[config.mk]
export PLATFORM = sky130hd
export DESIGN_NAME = sram_be_ctrl
export DESIGN_NICKNAME = d
export VERILOG_FILES = /design/src/rtl/sram_be_ctrl.sv
export SDC_FILE = /design/constraint.sdc
export NUM_CORES = 1
export LEC_CHECK = 0
export CAP_MARGIN = 20
export CORE_MARGIN = 10
export CORE_UTILIZATION = 40
export CTS_BUF_LIST = sky130_fd_sc_hd__clkbuf_4
export DETAILED_ROUTE_END_ITERATION = 7
export PLACE_DENSITY = 0.58
export SLEW_MARGIN = 15
export SYNTH_ARGS = -nofsm -noshare
export SYNTH_HDL_FRONTEND = slang
export SYNTH_SLANG_ARGS = --single-unit
[constraint.sdc]
create_clock -name clk -period 6.8 [get_ports clk]
set_clock_uncertainty 0.15 [all_clocks]
set_input_delay 1.02 -clock clk [delete_from_list [all_inputs] [get_ports clk]]
set_output_delay 1.02 -clock clk [all_outputs]
set_load 0.1 [all_outputs]
[src/rtl/sram_be_ctrl.sv]
// rtl/sram_be_ctrl.sv - single-port byte-lane SRAM with auto-clear, read-valid strobe and error flag
//
// Purpose:
//   Scratch memory that is cleared to zero after every reset before it accepts
//   requests. Writes are masked per byte lane. Reads return data with an
//   explicit valid strobe. Illegal requests raise a one-cycle error strobe.
//
// Ports:
//   clk       in   1    clock; all logic runs on posedge
//   rst       in   1    synchronous active-high reset
//   ready     out  1    1 = requests are sampled this cycle
//   wr_en     in   1    write request
//   rd_en     in   1    read request
//   addr      in   AW   word address
//   be        in   NBE  byte-lane write enables; lane i = dataIn[i*LANE +: LANE]
//   dataIn    in   DAT  write data
//   dataOut   out  DAT  read data; valid when rd_valid=1, held otherwise
//   rd_valid  out  1    one-cycle strobe: dataOut carries an accepted read
//   err       out  1    one-cycle strobe: the previous cycle's request was rejected
//
// Parameters:
//   DAT   data width in bits; must be a multiple of LANE
//   DPTH  number of words (>= 2); need not be a power of two
//   LANE  bits per byte-enable lane
//
// Configuration macro:
//   SRAM_OUT_REG_EN  adds an output register stage, so read latency becomes 2.
//                    The err timing is unchanged.

module sram_be_ctrl #(
    parameter int  DAT  = 16,
    parameter int  DPTH = 16,
    parameter int  LANE = 8,
    localparam int AW   = $clog2(DPTH),
    localparam int NBE  = DAT / LANE
) (
    input  logic           clk,
    input  logic           rst,
    output logic           ready,
    input  logic           wr_en,
    input  logic           rd_en,
    input  logic [AW-1:0]  addr,
    input  logic [NBE-1:0] be,
    input  logic [DAT-1:0] dataIn,
    output logic [DAT-1:0] dataOut,
    output logic           rd_valid,
    output logic           err
);

    localparam logic [AW-1:0] LAST_ADDR = AW'(DPTH - 1);
    // Widened by one bit so that the range check also holds when DPTH is a power of two.
    localparam logic [AW:0]   DEPTH_X   = (AW + 1)'(DPTH);

    typedef enum logic {
        S_CLEAR = 1'b0,
        S_RUN   = 1'b1
    } state_t;

    state_t         state;
    state_t         state_nxt;
    logic [AW-1:0]  clr_ptr;
    logic           clr_active;
    logic           clr_last;

    logic [DAT-1:0] mem [DPTH];

    logic           in_range;
    logic           wr_acc;
    logic           rd_acc;
    logic           req_bad;

    logic [DAT-1:0] rd_data_s1;
    logic           rd_vld_s1;

    // ------------------------------------------------------------------
    // FSM: state register
    // ------------------------------------------------------------------
    always_ff @(posedge clk) begin
        if (rst) begin
            state <= S_CLEAR;
        end else begin
            state <= state_nxt;
        end
    end

    // ------------------------------------------------------------------
    // FSM: next-state logic
    // ------------------------------------------------------------------
    assign clr_last = (clr_ptr == LAST_ADDR);

    always_comb begin
        state_nxt = state;
        case (state)
            S_CLEAR: if (clr_last) state_nxt = S_RUN;
            S_RUN:   state_nxt = S_RUN;
            default: state_nxt = S_CLEAR;
        endcase
    end

    // ------------------------------------------------------------------
    // FSM: outputs
    // ------------------------------------------------------------------
    always_comb begin
        ready      = 1'b0;
        clr_active = 1'b0;
        case (state)
            S_CLEAR: clr_active = 1'b1;
            S_RUN:   ready      = 1'b1;
            default: clr_active = 1'b1;
        endcase
    end

    // The clear pointer walks 0..DPTH-1, one word per cycle. Because of this,
    // ready stays low for exactly DPTH cycles after reset is released.
    always_ff @(posedge clk) begin
        if (rst) begin
            clr_ptr <= '0;
        end else if (clr_active) begin
            clr_ptr <= clr_last ? '0 : clr_ptr + 1'b1;
        end
    end

    // ------------------------------------------------------------------
    // Request qualification
    // ------------------------------------------------------------------
    // Requests are sampled only while ready is high. Outside RUN they are
    // silently ignored and do not raise err.
    assign in_range = ({1'b0, addr} < DEPTH_X);
    assign wr_acc   = ready && wr_en && !rd_en && in_range;
    assign rd_acc   = ready && rd_en && !wr_en && in_range;
    assign req_bad  = ready && (wr_en || rd_en) && ((wr_en && rd_en) || !in_range);

    // ------------------------------------------------------------------
    // Memory array
    // ------------------------------------------------------------------
    // The array has no reset branch. Its contents are made known by the
    // clear sweep that follows every reset. A write of be=0 is accepted
    // but changes nothing.
    always_ff @(posedge clk) begin
        if (!rst) begin
            if (clr_active) begin
                mem[clr_ptr] <= '0;
            end else if (wr_acc) begin
                for (int i = 0; i < NBE; i++) begin
                    if (be[i]) begin
                        mem[addr][i*LANE +: LANE] <= dataIn[i*LANE +: LANE];
                    end
                end
            end
        end
    end

    // ------------------------------------------------------------------
    // Read stage 1 and error strobe
    // ------------------------------------------------------------------
    // A read in cycle n+1 sees a write from cycle n, because that write has
    // already landed in the array at the preceding edge. Only one request is
    // taken per cycle, so the array never sees a read and a write together.
    always_ff @(posedge clk) begin
        if (rst) begin
            rd_data_s1 <= '0;
            rd_vld_s1  <= 1'b0;
            err        <= 1'b0;
        end else begin
            rd_vld_s1 <= rd_acc;
            err       <= req_bad;
            if (rd_acc) begin
                rd_data_s1 <= mem[addr];
            end
        end
    end

`ifdef SRAM_OUT_REG_EN
    // ------------------------------------------------------------------
    // Optional output register stage
    // ------------------------------------------------------------------
    // This stage is fully pipelined, so back-to-back reads still give one
    // strobe per read. dataOut holds its value between reads.
    always_ff @(posedge clk) begin
        if (rst) begin
            dataOut  <= '0;
            rd_valid <= 1'b0;
        end else begin
            rd_valid <= rd_vld_s1;
            if (rd_vld_s1) begin
                dataOut <= rd_data_s1;
            end
        end
    end
`else
    assign dataOut  = rd_data_s1;
    assign rd_valid = rd_vld_s1;
`endif

endmodule
==> out/metrics.yaml <==
outcome: "finished, final reports clean"
wl_um: 25180
clk_pin_slew_ns: 0.07
wl_met2_um: 12000
via_count: 5841
grt_max_degree: 48
portBuffers: 44
cts_buffers: 71
root_buffer: "clkbuf_4"
crit_path_max_incr_delay_ns: 1.23
routedWlPerCell_um: 22.85
max-cap-violations: 0
start_util: 0.4046
first_pass_iters: 5
clk_path_buf_depth: 3
die_h_um: 187.4
cts.sinks: 279
first_global_vias: 6050
cts_tree: "built"
slowest_stage: "clkdlybuf4s50_1"
worst-path-stages: 1
ys_seq_area_frac: 0.7269
syn-num-nets: 604
dp_hpwl_um: 15980
critPathBufInv: 1
routed-wl-met3_um: 1345
met1_length_um: 11340
track_usage: 0.1429
finalSetupViolations: 0
p_leak_nw: 4.600
r2r-end: "mem[14][13]"
dieWidth_um: 187.4
arrival_ns: 2.48
hold_violations: 0
avgViaCountPerCell: 5.300
place.gp.congestion: 0.7893
final_cells: 1102
die_area_um2: 35120
antenna_found_initial: 1
reg2regPathDepth: 5
rows: 61
hold_path.startpoint: "dataOut[11]"
max_freq_ghz: 0.2737
post-place-cells: 974
slew_headroom: 0.2242
area_delta_synth_final_pct: 14.93
grt_pass1_wl_um: 37950
startpoint: "state"
cp_top_family: "buffers and inverters"
drive_gt1_frac: 0.3001
crit_chain: "clkdlybuf4s50_1"
hold_path_class: "flop to flop"
synth_cell_types: 41
clock_latency_ns: 0.69
cp.required_ns: 5.63
dr.max_layer_used: "met4"
grt.overflow.total: 0
design.portCount: 45
cp-end-kind: "output port"
rsz0062_at_grt: "no"
yosysWarnings: 0
drc: 0
antenna_left: 0
worst_pin_slew_ns: 1.160
synth_area_um2: 11210
final_core_util: 0.4649
worstReg2RegStart: "state"
fin_crit_sh: 0.5373
hold_slack_ns: 0.3393
finish.net_count: 696
yosys_register_bits: 279
tns_ns: 0
cts.repair.resized: 0
crit_path_start_kind: "flop"
synthCells: 577
post_cts_buffers: 0
min_period_ns: 3.654
first_iter_violations: 540
endpoint: "ready"
avgSynthCellArea_um2: 19.43
p_per_area_nw_per_um2: 266.7
slew_viol_final: 0
holdBufCountCts: 0
htree_levels: 3
critPathKind: "flop to output port"
coreArea_um2: 27710
worstPathMaxFanout: 13
ff2ff_setup_slack_ns: 3.74
irDropWorstVdd_mv: 0.09585
[worst min-delay path by stage]
stage | to | slack (ns) | cells after the start
2_1_floorplan | clr_ptr[3] | 0.37 | 2
3_3_place_gp | dataOut[11] | 0.33 | 2
3_5_place_dp | dataOut[11] | 0.32 | 2
4_1_cts | dataOut[11] | 0.34 | 2
5_1_grt | dataOut[4] | 0.36 | 2
6_report | dataOut[11] | 0.34 | 2
[power by group]
group | switching (mW) | total [mW] | internal, mW
Clock | 0.656 | 1.42 | 0.760
Sequential | 0.00719 | 1.87 | 1.86
Combinational | 0.0883 | 0.148 | 0.0601
[kinds of logic (layout without fill, tap and decap cells)]
kind of cell               after synthesis  in the layout  share of synthesized area
AOI/OAI and AO/OA                       57             57                    0.03740
xor gates and xnor gates                 1              1                  0.0007816
adders and majority gates                1              1                   0.001116
buffers and inverters                   35            181                    0.02099
DFF                                    279            279                     0.7269
muxes                                  105            105                     0.1549
other                                    0              1                          0
and+or+nand+nor                         99             99                    0.05783
[metrics by stage]
step                      power [mW]  setup slack [ns]  cell area (um2)
after floorplan                2.012             3.674            11210
after global placement         2.056             2.571            11920
after detailed placement       2.059             2.470            11940
after CTS                      3.479             3.124            12860
after global routing           3.586             3.061            12880
final                          3.436             3.146            12880
[cell usage in the layout, fill, tap and decap left out, types with 12 or more instances in the layout]
cell | Yosys | final
mux2i_1 | 46 | 46
nor3_2 | 24 | 28
edfxtp_1 | 256 | 256
clkdlybuf4s50_1 | 0 | 41
mux4_2 | 48 | 48
a22oi_1 | 15 | 15
and2_1 | 16 | 16
dfxtp_1 | 23 | 23
clkbuf_4 | 1 | 107
o211ai_1 | 28 | 28
nand2_1 | 21 | 21
clkinv_1 | 0 | 12
[area by class of cell]
type,count,area (um2)
Antenna cell,1,2.502
Clock buffer,107,803.3
Clock inverter,20,111.4
Fill cell,2339,14820
Inverter,1,3.754
Multi-Input combinational cell,263,2851
Sequential cell,279,8148
Tap cell,378,473.0
Timing Repair Buffer,53,488.0
[synth_stat cells (all sizes together)]
cell type  number  area share
inv             1     0.00033
mux2            5      0.0054
a311oi          2      0.0016
nor2           10      0.0033
a21o            2      0.0013
and4b           1     0.00089
dfxtp          23       0.041
mux2i          52       0.053
a2111oi         1     0.00089
nand2          21      0.0070
ha              1      0.0011
a22oi          15       0.010
and4bb          2      0.0022
xnor2           1     0.00078
o211ai         28       0.019
a31oi           2      0.0011
nor2b          11      0.0068
mux4           48       0.096
edfxtp        256        0.69
a221o           1     0.00089
and2b           1     0.00067
nor3           32       0.025
clkbuf         10      0.0039
o21ai           2     0.00089
or3             1     0.00056
buf            24       0.017
o22ai           1     0.00056
nand2b          3      0.0017
a21oi           3      0.0013
and2           17      0.0096
[sequential cells by signal, summed over array words and instances, names as in the netlist]
name      cells
state         1
dataOut      16
mem         256
clr_ptr       4
err           1
rd_valid      1
[worst register-to-register path: stages (launching register included)]
cell      delay [ns]
dfxtp_1         0.61
and4bb_1        0.31
buf_4           0.38
mux2_4          0.42
nor3_1          0.60
buf_2           0.30
[routing by layer]
layer,GRT usage,vias to the layer above
met2,0.2256,181
li1,-,2597
met4,0.05354,0
met5,0,-
met3,0.03113,39
met1,0.1900,3024
Note: power is estimated with default switching activity, not from simulation.
